<file path="config.mk">
export PLATFORM = sky130hd
export DESIGN_NAME = seq_mult_datapath
export DESIGN_NICKNAME = d
export VERILOG_FILES = /design/src/rtl/seq_mult_datapath.sv
export SDC_FILE = /design/constraint.sdc
export NUM_CORES = 1
export LEC_CHECK = 0
export BUFFER_PORTS_ARGS = -buffer_cell sky130_fd_sc_hd__clkbuf_2
export CAP_MARGIN = 20
export CORE_ASPECT_RATIO = 1.4
export CORE_UTILIZATION = 30
export CTS_CLUSTER_DIAMETER = 150
export DETAILED_ROUTE_END_ITERATION = 12
export PLACE_DENSITY = 0.55
export SYNTH_ARGS = -nofsm -noshare
export SYNTH_HDL_FRONTEND = slang
export SYNTH_SLANG_ARGS = --single-unit
</file>
<file path="constraint.sdc">
create_clock -name clk -period 3.2 [get_ports clk]
set_input_delay 0.48 -clock clk [delete_from_list [all_inputs] [get_ports clk]]
set_output_delay 0.48 -clock clk [all_outputs]
set_load 0.02 [all_outputs]
</file>
<file path="src/rtl/seq_mult_datapath.sv">
// seq_mult_datapath
// WIDTH-bit register file of NREGS entries plus a shift-and-add multiplier.
// A start command reads reg[src_a] (multiplicand) and reg[src_b] (multiplier).
// It runs WIDTH add/shift steps and writes the 2*WIDTH-bit product back into
// reg[dst_lo] (low half) and reg[dst_hi] (high half).
//
// Ports:
//   clk, rst           clock, synchronous active-high reset
//   wr_en/addr/data    host write port (honoured only while idle)
//   rd_addr, rd_data   combinational host read port
//   start              multiply request (sampled only while idle)
//   src_a, src_b       operand register addresses
//   dst_lo, dst_hi     product destination register addresses
//   busy               high from start acceptance until the writeback edge
//   done               one-cycle pulse after the writeback edge
//
// State | meaning
// ------+---------------------------------------------------------------
// IDLE  | waiting for start; host owns the register file
// CALC  | WIDTH add/shift steps over {acc_hi, mplr}
// WB    | write product halves back, raise done, return to IDLE

`timescale 1ns/1ps

module seq_mult_datapath #(
    parameter int WIDTH  = 8,
    parameter int NREGS  = 5,
    parameter int ADDR_W = 3
) (
    input  logic              clk,
    input  logic              rst,
    input  logic              wr_en,
    input  logic [ADDR_W-1:0] wr_addr,
    input  logic [WIDTH-1:0]  wr_data,
    input  logic [ADDR_W-1:0] rd_addr,
    output logic [WIDTH-1:0]  rd_data,
    input  logic              start,
    input  logic [ADDR_W-1:0] src_a,
    input  logic [ADDR_W-1:0] src_b,
    input  logic [ADDR_W-1:0] dst_lo,
    input  logic [ADDR_W-1:0] dst_hi,
    output logic              busy,
    output logic              done
);

    localparam int CNT_W = $clog2(WIDTH + 1);

    typedef enum logic [1:0] {
        ST_IDLE,
        ST_CALC,
        ST_WB
    } state_t;

    state_t             state_q, state_d;
    logic [WIDTH-1:0]   regs_q [NREGS];
    logic [WIDTH-1:0]   regs_d [NREGS];
    logic [WIDTH-1:0]   mcand_q, mcand_d;
    logic [WIDTH-1:0]   mplr_q, mplr_d;
    logic [WIDTH-1:0]   acc_hi_q, acc_hi_d;
    logic [CNT_W-1:0]   cnt_q, cnt_d;
    logic [ADDR_W-1:0]  dst_lo_q, dst_lo_d;
    logic [ADDR_W-1:0]  dst_hi_q, dst_hi_d;
    logic               busy_q, busy_d;
    logic               done_q, done_d;

    logic [WIDTH-1:0]   op_a;
    logic [WIDTH-1:0]   op_b;
    logic [WIDTH-1:0]   pp;
    logic [WIDTH:0]     sum;

    // Address decode by comparison so out-of-range addresses read as zero
    // without ever indexing past the end of the array.
    always_comb begin
        rd_data = '0;
        op_a    = '0;
        op_b    = '0;
        for (int i = 0; i < NREGS; i++) begin
            if (rd_addr == ADDR_W'(i)) rd_data = regs_q[i];
            if (src_a   == ADDR_W'(i)) op_a    = regs_q[i];
            if (src_b   == ADDR_W'(i)) op_b    = regs_q[i];
        end
    end

    always_comb begin
        state_d  = state_q;
        regs_d   = regs_q;
        mcand_d  = mcand_q;
        mplr_d   = mplr_q;
        acc_hi_d = acc_hi_q;
        cnt_d    = cnt_q;
        dst_lo_d = dst_lo_q;
        dst_hi_d = dst_hi_q;
        busy_d   = busy_q;
        done_d   = 1'b0;
        pp       = '0;
        sum      = '0;

        case (state_q)
            ST_IDLE: begin
                // Operands come from regs_q, so a same-edge host write is
                // not seen by the multiply it coincides with.
                for (int i = 0; i < NREGS; i++) begin
                    if (wr_en && (wr_addr == ADDR_W'(i))) regs_d[i] = wr_data;
                end
                if (start) begin
                    mcand_d  = op_a;
                    mplr_d   = op_b;
                    dst_lo_d = dst_lo;
                    dst_hi_d = dst_hi;
                    acc_hi_d = '0;
                    cnt_d    = '0;
                    busy_d   = 1'b1;
                    state_d  = ST_CALC;
                end
            end

            ST_CALC: begin
                // mplr doubles as the low product half: each step shifts the
                // sum LSB in at the top while consuming one multiplier bit.
                pp       = mcand_q & {WIDTH{mplr_q[0]}};
                sum      = {1'b0, acc_hi_q} + {1'b0, pp};
                acc_hi_d = sum[WIDTH:1];
                mplr_d   = {sum[0], mplr_q[WIDTH-1:1]};
                cnt_d    = cnt_q + 1'b1;
                if (cnt_q == CNT_W'(WIDTH - 1)) state_d = ST_WB;
            end

            ST_WB: begin
                // High half written last so it wins when dst_lo == dst_hi.
                for (int i = 0; i < NREGS; i++) begin
                    if (dst_lo_q == ADDR_W'(i)) regs_d[i] = mplr_q;
                end
                for (int i = 0; i < NREGS; i++) begin
                    if (dst_hi_q == ADDR_W'(i)) regs_d[i] = acc_hi_q;
                end
                busy_d  = 1'b0;
                done_d  = 1'b1;
                state_d = ST_IDLE;
            end

            default: begin
                state_d = ST_IDLE;
                busy_d  = 1'b0;
            end
        endcase
    end

    always_ff @(posedge clk) begin
        if (rst) begin
            state_q  <= ST_IDLE;
            for (int i = 0; i < NREGS; i++) regs_q[i] <= '0;
            mcand_q  <= '0;
            mplr_q   <= '0;
            acc_hi_q <= '0;
            cnt_q    <= '0;
            dst_lo_q <= '0;
            dst_hi_q <= '0;
            busy_q   <= 1'b0;
            done_q   <= 1'b0;
        end else begin
            state_q  <= state_d;
            for (int i = 0; i < NREGS; i++) regs_q[i] <= regs_d[i];
            mcand_q  <= mcand_d;
            mplr_q   <= mplr_d;
            acc_hi_q <= acc_hi_d;
            cnt_q    <= cnt_d;
            dst_lo_q <= dst_lo_d;
            dst_hi_q <= dst_hi_d;
            busy_q   <= busy_d;
            done_q   <= done_d;
        end
    end

    assign busy = busy_q;
    assign done = done_q;

endmodule

</file>
==> metrics.txt <==
worst-path cell chain and3b_1 > a31oi_1 > o21ai_1 > o22ai_1; commonest non-fill, non-tap cell in the layout dfxtp_1; CTS buffer count 9; die width 109 um; hold-critical path depth 3; Max Slew Vio Count 0; endpoint class of the critical path flip-flop; first-pass GRT wire length around 24000 um; final hold viol count 0; clk_skew approximately 0.0061 ns; initial antenna violation count 0; Max-slew headroom 0.324; Most used DFF post-synth dfxtp_1; DRC viols 0; DRT Pass-1 Iters 6; post-route setup TNS 0 ns; CTS clk-pin slew, worst paths around 0.06 ns; Synth Area in Simple Gates 0.218; Final Util 0.347; largest net degree at the start of global routing between 40 and 50; WP data required around 3.4 ns; core area roughly 16000 um^2; Max rail drop VDD 0.000270 V; CTS resizes 0; Critical R2R Capture regs_q[14]; adder-cell share of the synthesized area 0.0274; startpoint types flip-flop; number of setup buffers added after CTS 0; RD Place Congestion about 0.83; Diodes inserted 0; main combinational cell family by area after synthesis compound AO/OA/AOI/OAI gates; Routed WL around 15000 um; Final ANT Viol Nets 0; row count between 50 and 60; sequential share of the synthesized area 0.322; Clk Latency, worst-skew pair 0.33 ns; Crit path arrival time 2.49 ns; CP max-delay cell o21ai_1; Max-cap violations 0; post-synthesis cell type count between 50 and 60; gr usage total 0.184; post-synth top area cell dfxtp_1; maximum net fanout on the critical path 9; die area ~17000 um^2; syn_nets between 600 and 700; final period utilization 0.725; RSZ-0062 raised after global routing false; number of synthesized flops with an enable pin 0; dpl cells just under 800; fraction of synthesized area in multiplexers 0.145; worst slew pin tran roughly 1 ns; die height ~150 um; final setup violation count 0; I/O pin count 40; Synth async-reset ratio 0; grt ovf 0; top-area cell type share of the netlist area 0.322; post-synthesis compound-gate area fraction 0.230; HP Class input pin to flip-flop; vias per cell 5.62; Leak a little under 2 nW; non-filler cells, final 795; Post-Syn Area 4850 um^2; Port-buffer cells 39; most frequent cells in the layout 78 x dfxtp_1, 77 x nand2_1, 59 x nor2_1; synthesized-area fraction occupied by xor and xnor cells 0.00361; Final nets 634; pwr dens roughly 420 nW/um^2; ranking of synthesized cells by area dfxtp_1 32%, mux4_2 7.4%, mux2i_1 7.0%; initial DRC count roughly 430; Worst Hold End dst_lo_q[2]; hold_sp dst_lo[2]; flop2flop setup slack around 0.9 ns; HPWL Detailed between 10000 and 15000 um; status finished, final reports clean; share of cells above drive strength 1 0.159; synthesized area per cell roughly 8.3 um^2; r2r worst-path depth 4; Final min period ~2.3 ns; clock sinks 78; CTS Hold Bufs 0; Crit Path Class flip-flop to flip-flop; CTS Root Cell clkbuf_16; max frequency approximately 430 MHz; Yosys reg bits just under 80; H-tree levels 3; DR vias approximately 4500; WL/cell ~19 um; crit-path max cell delay between 0.7 and 0.8 ns; vias in the first global route ~4300; CTS max path bufs 2; YS warnings 0; synth-to-layout area growth 12.2%; Initial Utilization 0.309; CTS tree built; Synth Instances ~580; reg2reg start dst_hi_q[1]
layer usage:
metal / track usage / up-vias / routed length (um)
li1: - / 2168 / -
met1: 0.226 / 2104 / 6050
met2: 0.319 / 166 / 7710
met3: 0.0158 / 30 / 665
met4: 0.0813 / 0 / 393
met5: 0 / - / 0
critical path: cells and delay by family, from the launching register on:
kind | cells | cell delay, ns
AOI/OAI and AO/OA | 3 | 1.05
DFF | 1 | 0.56
and+or+nand+nor | 1 | 0.55
final cells by class:
class | count | area [um^2]
Fill cell | 1627 | 10200
Multi-Input combinational cell | 440 | 3030
Sequential cell | 78 | 1560
Clock buffer | 13 | 270
Tap cell | 196 | 245
Timing Repair Buffer | 45 | 240
Inverter | 20 | 75.1
Clock inverter | 3 | 17.5
sequential cells by signal (all words and copies together), names as in the netlist:
register	count
acc_hi_q	8
busy	1
cnt_q	4
done	1
dst_hi_q	3
dst_lo_q	3
mcand_q	8
mplr_q	8
regs_q	40
state_q	2
power breakdown:
part,total [mW],switching [mW],internal [mW]
Clock,0.975,0.389,0.586
Combinational,0.276,0.176,0.100
Sequential,1.03,0.0361,0.999
worst max-delay path by stage:
stage	startpoint	to	depth (start not counted)	slack, ns
floorplan	rd_addr[0]	rd_data[5]	6	0.98
global placement	mplr_q[0]	acc_hi_q[7]	8	0.97
detailed placement	mplr_q[0]	acc_hi_q[7]	8	0.91
CTS	mplr_q[0]	acc_hi_q[7]	8	0.89
global route	mplr_q[0]	acc_hi_q[7]	8	0.72
finish	dst_hi_q[1]	regs_q[14]	4	0.88
synthesized netlist by cell type, types with 4 or more instances:
library cell  count
a22o_1            8
a22oi_1          17
o21ai_0           7
buf_2             5
nand3_1          16
mux4_2           16
mux2i_1          34
nor3_1           11
nor2b_1          15
nor2_1           59
a31oi_1          28
a21oi_1          35
inv_1            19
clkbuf_1         33
a221oi_1          8
and2_1           10
ha_1              9
nand2b_1          6
nand2_1          77
o22ai_1          16
a31o_2            8
a211oi_1         11
dfxtp_1          78
o32ai_1           8
nand3b_1          4
stage by stage:
stage | setup slack (ns) | hold WS [ns] | power, mW | instance area (um^2)
3_5_place_dp | 0.906 | 0.471 | 1.33 | 5150
6_report | 0.881 | 0.376 | 2.29 | 5440
3_3_place_gp | 0.970 | 0.467 | 1.33 | 5150
4_1_cts | 0.887 | 0.372 | 2.30 | 5440
2_1_floorplan | 0.978 | 0.449 | 1.24 | 4850
5_1_grt | 0.718 | 0.379 | 2.37 | 5440
cell families after synthesis:
| logic type | count (synthesis) |
|---|---|
| fa+ha+maj | 10 |
| compound gates | 162 |
| xor+xnor | 2 |
| mux | 50 |
| buf+inv | 63 |
| simple gates | 216 |
| flops | 78 |
No activity file was read; power rests on OpenSTA's default activity.
